`src/rtl/chacha_pkg.sv`:
```
// chacha_pkg: shared constants and FSM encoding for the ChaCha stream front end
package chacha_pkg;

  // "expand 32-byte k" as four little-endian words
  localparam logic [31:0] SIGMA0 = 32'h61707865;
  localparam logic [31:0] SIGMA1 = 32'h3320646e;
  localparam logic [31:0] SIGMA2 = 32'h79622d32;
  localparam logic [31:0] SIGMA3 = 32'h6b206574;

  // Word 0 sits in the low bits so byte i of this vector is state byte i
  localparam logic [127:0] SIGMA = {SIGMA3, SIGMA2, SIGMA1, SIGMA0};

  // Configuration address map
  localparam logic [5:0] KEY_BASE   = 6'd0;
  localparam logic [5:0] CTR_BASE   = 6'd32;
  localparam logic [5:0] NONCE_BASE = 6'd36;
  localparam logic [5:0] CFG_END    = 6'd48;

  typedef enum logic [1:0] {
    IDLE   = 2'd0,
    LOAD   = 2'd1,
    WAIT   = 2'd2,
    STREAM = 2'd3
  } state_e;

endpackage

```
`src/rtl/chacha_state_mux.sv`:
```
// chacha_state_mux: selects one byte of the 64-byte ChaCha initial state
module chacha_state_mux
  import chacha_pkg::*;
(
  input  logic [5:0]   idx_i,
  input  logic [255:0] key_i,
  input  logic [95:0]  nonce_i,
  input  logic [31:0]  ctr_i,
  output logic [7:0]   byte_o
);

  logic [511:0] init_state;

  // Words laid out low to high so the byte index maps straight onto bit offset
  assign init_state = {nonce_i, ctr_i, key_i, SIGMA};
  assign byte_o     = init_state[{idx_i, 3'b000} +: 8];

endmodule

```
`src/rtl/chacha_stream.sv`:
```
// chacha_stream: holds key/nonce/counter, loads the ChaCha core byte-serially
// and XORs the returned keystream with a valid/ready byte stream
module chacha_stream
  import chacha_pkg::*;
(
  input  logic        clk,
  input  logic        rst_n,
  input  logic        cfg_we,
  input  logic [5:0]  cfg_addr,
  input  logic [7:0]  cfg_data,
  input  logic        start,
  input  logic        stop,
  input  logic        in_valid,
  output logic        in_ready,
  input  logic [7:0]  in_data,
  output logic        out_valid,
  input  logic        out_ready,
  output logic [7:0]  out_data,
  output logic        busy,
  output logic        ctr_wrap,
  output logic [31:0] blk_ctr,
  output logic        core_write,
  output logic [7:0]  core_data_in,
  output logic [5:0]  core_addr,
  input  logic [7:0]  core_data_out,
  input  logic        core_ready
);

  state_e       state_q;
  logic [5:0]   idx_q;
  logic [255:0] key_q;
  logic [95:0]  nonce_q;
  logic [31:0]  ctr_q;
  logic         out_valid_q;
  logic [7:0]   out_data_q;
  logic         ctr_wrap_q;
  logic         wait_first_q;

  logic [7:0]   load_byte;
  logic         accept;
  logic [3:0]   nonce_off;

  chacha_state_mux u_state_mux (
    .idx_i   (idx_q),
    .key_i   (key_q),
    .nonce_i (nonce_q),
    .ctr_i   (ctr_q),
    .byte_o  (load_byte)
  );

  assign nonce_off    = 4'(cfg_addr - NONCE_BASE);
  assign in_ready     = (state_q == STREAM) && (!out_valid_q || out_ready);
  assign accept       = in_valid && in_ready;
  assign core_write   = (state_q == LOAD);
  assign core_data_in = core_write ? load_byte : 8'h00;
  assign core_addr    = (state_q == LOAD || state_q == STREAM) ? idx_q : 6'd0;
  assign busy         = (state_q != IDLE);
  assign out_valid    = out_valid_q;
  assign out_data     = out_data_q;
  assign ctr_wrap     = ctr_wrap_q;
  assign blk_ctr      = ctr_q;

  // Control FSM, configuration registers and the one-entry output buffer
  always_ff @(posedge clk) begin
    if (!rst_n) begin
      state_q      <= IDLE;
      idx_q        <= 6'd0;
      key_q        <= '0;
      nonce_q      <= '0;
      ctr_q        <= '0;
      out_valid_q  <= 1'b0;
      out_data_q   <= 8'h00;
      ctr_wrap_q   <= 1'b0;
      wait_first_q <= 1'b0;
    end else if (stop) begin
      state_q     <= IDLE;
      idx_q       <= 6'd0;
      out_valid_q <= 1'b0;
    end else begin
      if (out_valid_q && out_ready) begin
        out_valid_q <= 1'b0;
      end
      case (state_q)
        IDLE: begin
          if (cfg_we) begin
            if (cfg_addr < CTR_BASE) begin
              key_q[{cfg_addr[4:0], 3'b000} +: 8] <= cfg_data;
            end else if (cfg_addr < NONCE_BASE) begin
              ctr_q[{cfg_addr[1:0], 3'b000} +: 8] <= cfg_data;
            end else if (cfg_addr < CFG_END) begin
              nonce_q[{nonce_off, 3'b000} +: 8] <= cfg_data;
            end
          end
          if (start) begin
            state_q    <= LOAD;
            idx_q      <= 6'd0;
            ctr_wrap_q <= 1'b0;
          end
        end
        LOAD: begin
          idx_q <= idx_q + 6'd1;
          if (idx_q == 6'd63) begin
            state_q      <= WAIT;
            wait_first_q <= 1'b1;
          end
        end
        WAIT: begin
          wait_first_q <= 1'b0;
          if (!wait_first_q && core_ready) begin
            state_q <= STREAM;
            idx_q   <= 6'd0;
          end
        end
        STREAM: begin
          if (accept) begin
            out_data_q  <= in_data ^ core_data_out;
            out_valid_q <= 1'b1;
            idx_q       <= idx_q + 6'd1;
            if (idx_q == 6'd63) begin
              if (ctr_q == 32'hFFFF_FFFF) begin
                ctr_wrap_q <= 1'b1;
                state_q    <= IDLE;
              end else begin
                ctr_q   <= ctr_q + 32'd1;
                state_q <= LOAD;
              end
            end
          end
        end
        default: state_q <= IDLE;
      endcase
    end
  end

endmodule

```
`config.mk`:
```
export PLATFORM = sky130hd
export DESIGN_NAME = chacha_stream
export DESIGN_NICKNAME = d
export VERILOG_FILES = /design/src/rtl/chacha_pkg.sv /design/src/rtl/chacha_state_mux.sv /design/src/rtl/chacha_stream.sv
export SDC_FILE = /design/constraint.sdc
export NUM_CORES = 1
export LEC_CHECK = 0
export ABC_AREA = 1
export BUFFER_PORTS_ARGS = -buffer_cell sky130_fd_sc_hd__buf_2
export CAP_MARGIN = 10
export CORE_MARGIN = 2
export CORE_UTILIZATION = 50
export CTS_CLUSTER_DIAMETER = 200
export CTS_CLUSTER_SIZE = 24
export DETAILED_ROUTE_END_ITERATION = 10
export MAX_ROUTING_LAYER = met4
export PLACE_DENSITY = 0.67
export SLEW_MARGIN = 15
export SYNTH_ARGS = -nofsm -noshare
export SYNTH_HDL_FRONTEND = slang
export SYNTH_SLANG_ARGS = --single-unit
```
`constraint.sdc`:
```
create_clock -name clk -period 5.75 [get_ports clk]
set_input_delay 0.2875 -clock clk [delete_from_list [all_inputs] [get_ports clk]]
set_output_delay 0.2875 -clock clk [all_outputs]
set_load 0.01 [all_outputs]
```
==> reports/results.md <==
| Quantity | Value |
|:---|:---|
| Cell Area, Synth | 20,500 µm² |
| Leakage component of the power | 8.40 nW |
| Placed wire-length estimate | 61.0 mm |
| Final Cycle Share | 0.728 |
| Number of detailed-route iterations in the first pass | 6 |
| Sum Neg Setup Slack | 0 ns |
| Most area-consuming cells after synthesis | sky130_fd_sc_hd__dfxtp_1, sky130_fd_sc_hd__o21ai_0, sky130_fd_sc_hd__a21oi_1 |
| Cell chosen for the clock root | sky130_fd_sc_hd__clkbuf_16 |
| Clock period minus worst slack | 4.19 ns |
| Crit. End Element | output port |
| Placed Cells | 3,509 |
| Stages on worst setup path | 8 |
| Cell occurring most often along the worst timing path | sky130_fd_sc_hd__nor2_1 |
| Fraction of layout cells with a size suffix above 1 | 0.0730 |
| CTS tree | yes |
| Initial antenna violation count | 3 |
| Leading cell types in the layout, fill and taps excluded | sky130_fd_sc_hd__o21ai_0, sky130_fd_sc_hd__nand2_1, sky130_fd_sc_hd__a21oi_1 |
| Post-place instance area | 21,000 µm² |
| Final global-route overflow total | 0 |
| Violation count after the first detailed-routing iteration | 2,986 |
| Max clock buf depth | 3 |
| WP buf/inv | 2 |
| Max-cap violations | 0 |
| Critical Path, Cell by Cell | buf_4, o21ai_0, o21ai_0, a21oi_1, nor2_1, nor2_1, nor2_1, buf_2 |
| Total number of placement rows | 74 |
| Worst setup path category | reg -> out |
| Average cell area after synthesis | 6.72 µm² |
| Count of placed standard cells in the final layout, fillers left out | 3,535 |
| Wire length of the first global-routing pass | 126 mm |
| Total CTS buffers | 20 |
| Final Hold Slack | 0.00986 ns |
| Via count | 21,758 |
| Number of remaining DRC errors | 0 |
| Critical R2R Capture | blk_ctr[24]$_SDFFE_PN0P_ |
| Detailed Route WL | 87.1 mm |
| Clock input transition at the sequential cells of the worst setup and hold paths | 0.11 ns |
| Hold-critical path depth | 4 |
| Number of top-level pins | 97 |
| Die width | 206 µm |
| Critical path's top delay family | compound AO/OA/AOI/OAI gates |
| Cell depth of the worst flop-to-flop path | 8 |
| Clock tree sinks | 403 |
| Placer congestion estimate | 1.05 |
| Post-synth top area share | 0.394 |
| # resized after CTS | 0 |
| Number of nets at the end of the flow | 3,057 |
| Crit start category | flop |
| Count of final max-slew check failures | 0 |
| Setup repair after global routing missed its margin | no |
| Required time reported for the critical path endpoint | 5.46 ns |
| Worst vdd ir | 0.217 mV |
| Drt via density | 6.16 |
| Worst hold endpoint | out_data[3]$_SDFFE_PN0P_ |
| GRT Overall Usage | 0.412 |
| Worst slew slack as a fraction of its limit | 0.0822 |
| Clk_lat worst skew | 0.57 ns |
| CTS hold repair buffers | 2 |
| ANT nets after route | 0 |
| Flip-flop and latch count after synthesis | 403 |
| Per-cell routed wire length | 24.6 µm |
| Hold/Removal Path Class | in -> reg |
| Synth cell types | 41 |
| Largest stage delay, worst path | 0.86 ns |
| Worst-margin pin slew | 1.38 ns |
| Overall power | 5.01 mW |
| Final Cell Area | 21,600 µm² |
| FFs w/ async S/R, synth | 0 |
| Standard cell with the maximum stage delay on the critical path | sky130_fd_sc_hd__dfxtp_4 |
| Starting density of the core | 0.504 |
| Number of setup violations in the final report | 0 |
| Total of warnings raised by yosys | 0 |
| Clock Skews | 0.0177 ns |
| Port buffer count | 96 |
| Main flop type after synthesis | sky130_fd_sc_hd__dfxtp_1 |
| Endpoint arrival time on the critical path | 3.90 ns |
| Power density relative to cell area | 232 nW/µm² |
| Standard cell core area | 40,600 µm² |
| Cell type contributing the most total cell area after synthesis | sky130_fd_sc_hd__dfxtp_1 |
| Die Y | 206 µm |
| RR Startpoint | state_q[0]$_SDFFE_PP0P_ |
| Start point of the critical path | idx_q[0]$_SDFFE_PP0P_ |
| Launch instance of the worst min-delay path | in_data[3] |
| Synth Net Count | 3,103 |
| Run status | completed |
| CTS H-tree depth | 1 |
| Pin count of the biggest net entering global routing | 255 |
| Commonest non-fill, non-tap cell in the layout | sky130_fd_sc_hd__o21ai_0 |
| Area growth from synthesis to layout | 5.37% |
| # fillers | 4,158 |
| Worst-path maximum fanout | 82 |
| Count of endpoints failing hold in the final timing report | 0 |
| Fraction of the yosys area taken by sequential cells | 0.394 |
| Number of flops mapped to enable cells by yosys | 0 |
| Highest Clock Rate | 0.239 GHz |
| Reg2Reg Setup Slack | 2.01 ns |
| Die area | 42,600 µm² |
| Post CTS Setup Buffer Count | 0 |
| Post-synthesis cell count | 3,047 |
| Number of global-route vias before repair | 19,262 |
## metal layers
layer	global-route usage	share of wire	vias up
met5	-	0	-
met4	0.185	0.052	0
met3	0.0681	0.10	238
met2	0.613	0.44	1235
met1	0.550	0.41	10278
li1	-	-	10007
## final cells by class
| type | count | area (µm²) | share of cell area |
|---|---|---|---|
| Inverter | 280 | 1060 | 0.0491 |
| Multi-Input combinational cell | 2170 | 10500 | 0.486 |
| Tap cell | 532 | 666 | 0.0309 |
| Clock buffer | 22 | 529 | 0.0245 |
| Sequential cell | 403 | 8070 | 0.374 |
| Antenna cell | 1 | 2.50 | 0.000116 |
| Clock inverter | 1 | 7.51 | 0.000348 |
| Timing Repair Buffer | 126 | 754 | 0.0350 |
## power breakdown
part           total (mW)  internal [mW]  switching [mW]
registers            2.84           2.81          0.0278
clock network        1.63          0.660           0.965
logic               0.551          0.115           0.436
total                5.01           3.58            1.43
## cell families (layout without fill, tap and decap cells)
kind of cell,Yosys count,in the layout,share of synthesized area
AO/OA/AOI/OAI,1012,1012,0.260
XOR/XNOR,11,11,0.00471
adder cells (fa/ha/maj),18,18,0.0110
buffers and inverters,474,429,0.0945
flip-flops,403,403,0.394
other,0,1,0
AND/OR/NAND/NOR,1129,1129,0.236
## stage by stage
| stage | setup WS (ns) | util |
|---|---|---|
| after floorplan | 3.28 | - |
| after CTS | 1.73 | 0.531 |
| final | 1.56 | 0.531 |
| after global placement | 2.14 | 0.517 |
| after global routing | 1.36 | 0.531 |
| after detailed placement | 2.18 | 0.517 |
## flip-flops by register name, summed over array words and instances, names as in the netlist
register,flops
out_data,8
out_valid,1
nonce_q,96
idx_q,6
state_q,2
blk_ctr,32
ctr_wrap,1
key_q,256
wait_first_q,1
## cell usage after synthesis (all sizes together) (24+ instances only)
cell / instances
nand2: 497
nor3: 38
o21ai: 499
a211oi: 24
nand3: 125
a21oi: 406
nor2: 424
clkbuf: 109
o211ai: 53
nand4: 39
buf: 85
dfxtp: 403
inv: 275
## worst max path at each step
stage / endpoint / slack (ns)
2_1_floorplan: core_data_in[4] / 3.28
3_5_place_dp: blk_ctr[24]$_SDFFE_PN0P_ / 2.18
3_3_place_gp: blk_ctr[29]$_SDFFE_PN0P_ / 2.14
6_report: core_data_in[3] / 1.56
5_1_grt: core_data_in[3] / 1.36
4_1_cts: core_data_in[3] / 1.73
## worst reg2reg max path, stage by stage, from the launching register on
cell and delay, ns:
sky130_fd_sc_hd__dfxtp_1 0.89, sky130_fd_sc_hd__ha_1 0.26, sky130_fd_sc_hd__buf_4 0.31, sky130_fd_sc_hd__clkinv_1 0.81, sky130_fd_sc_hd__nand2_1 0.66, sky130_fd_sc_hd__nand3_1 0.39, sky130_fd_sc_hd__nand2_1 0.16, sky130_fd_sc_hd__nand2_1 0.06
sky130_fd_sc_hd__nor2_1 0.13
(Power assumes the default switching activity.)
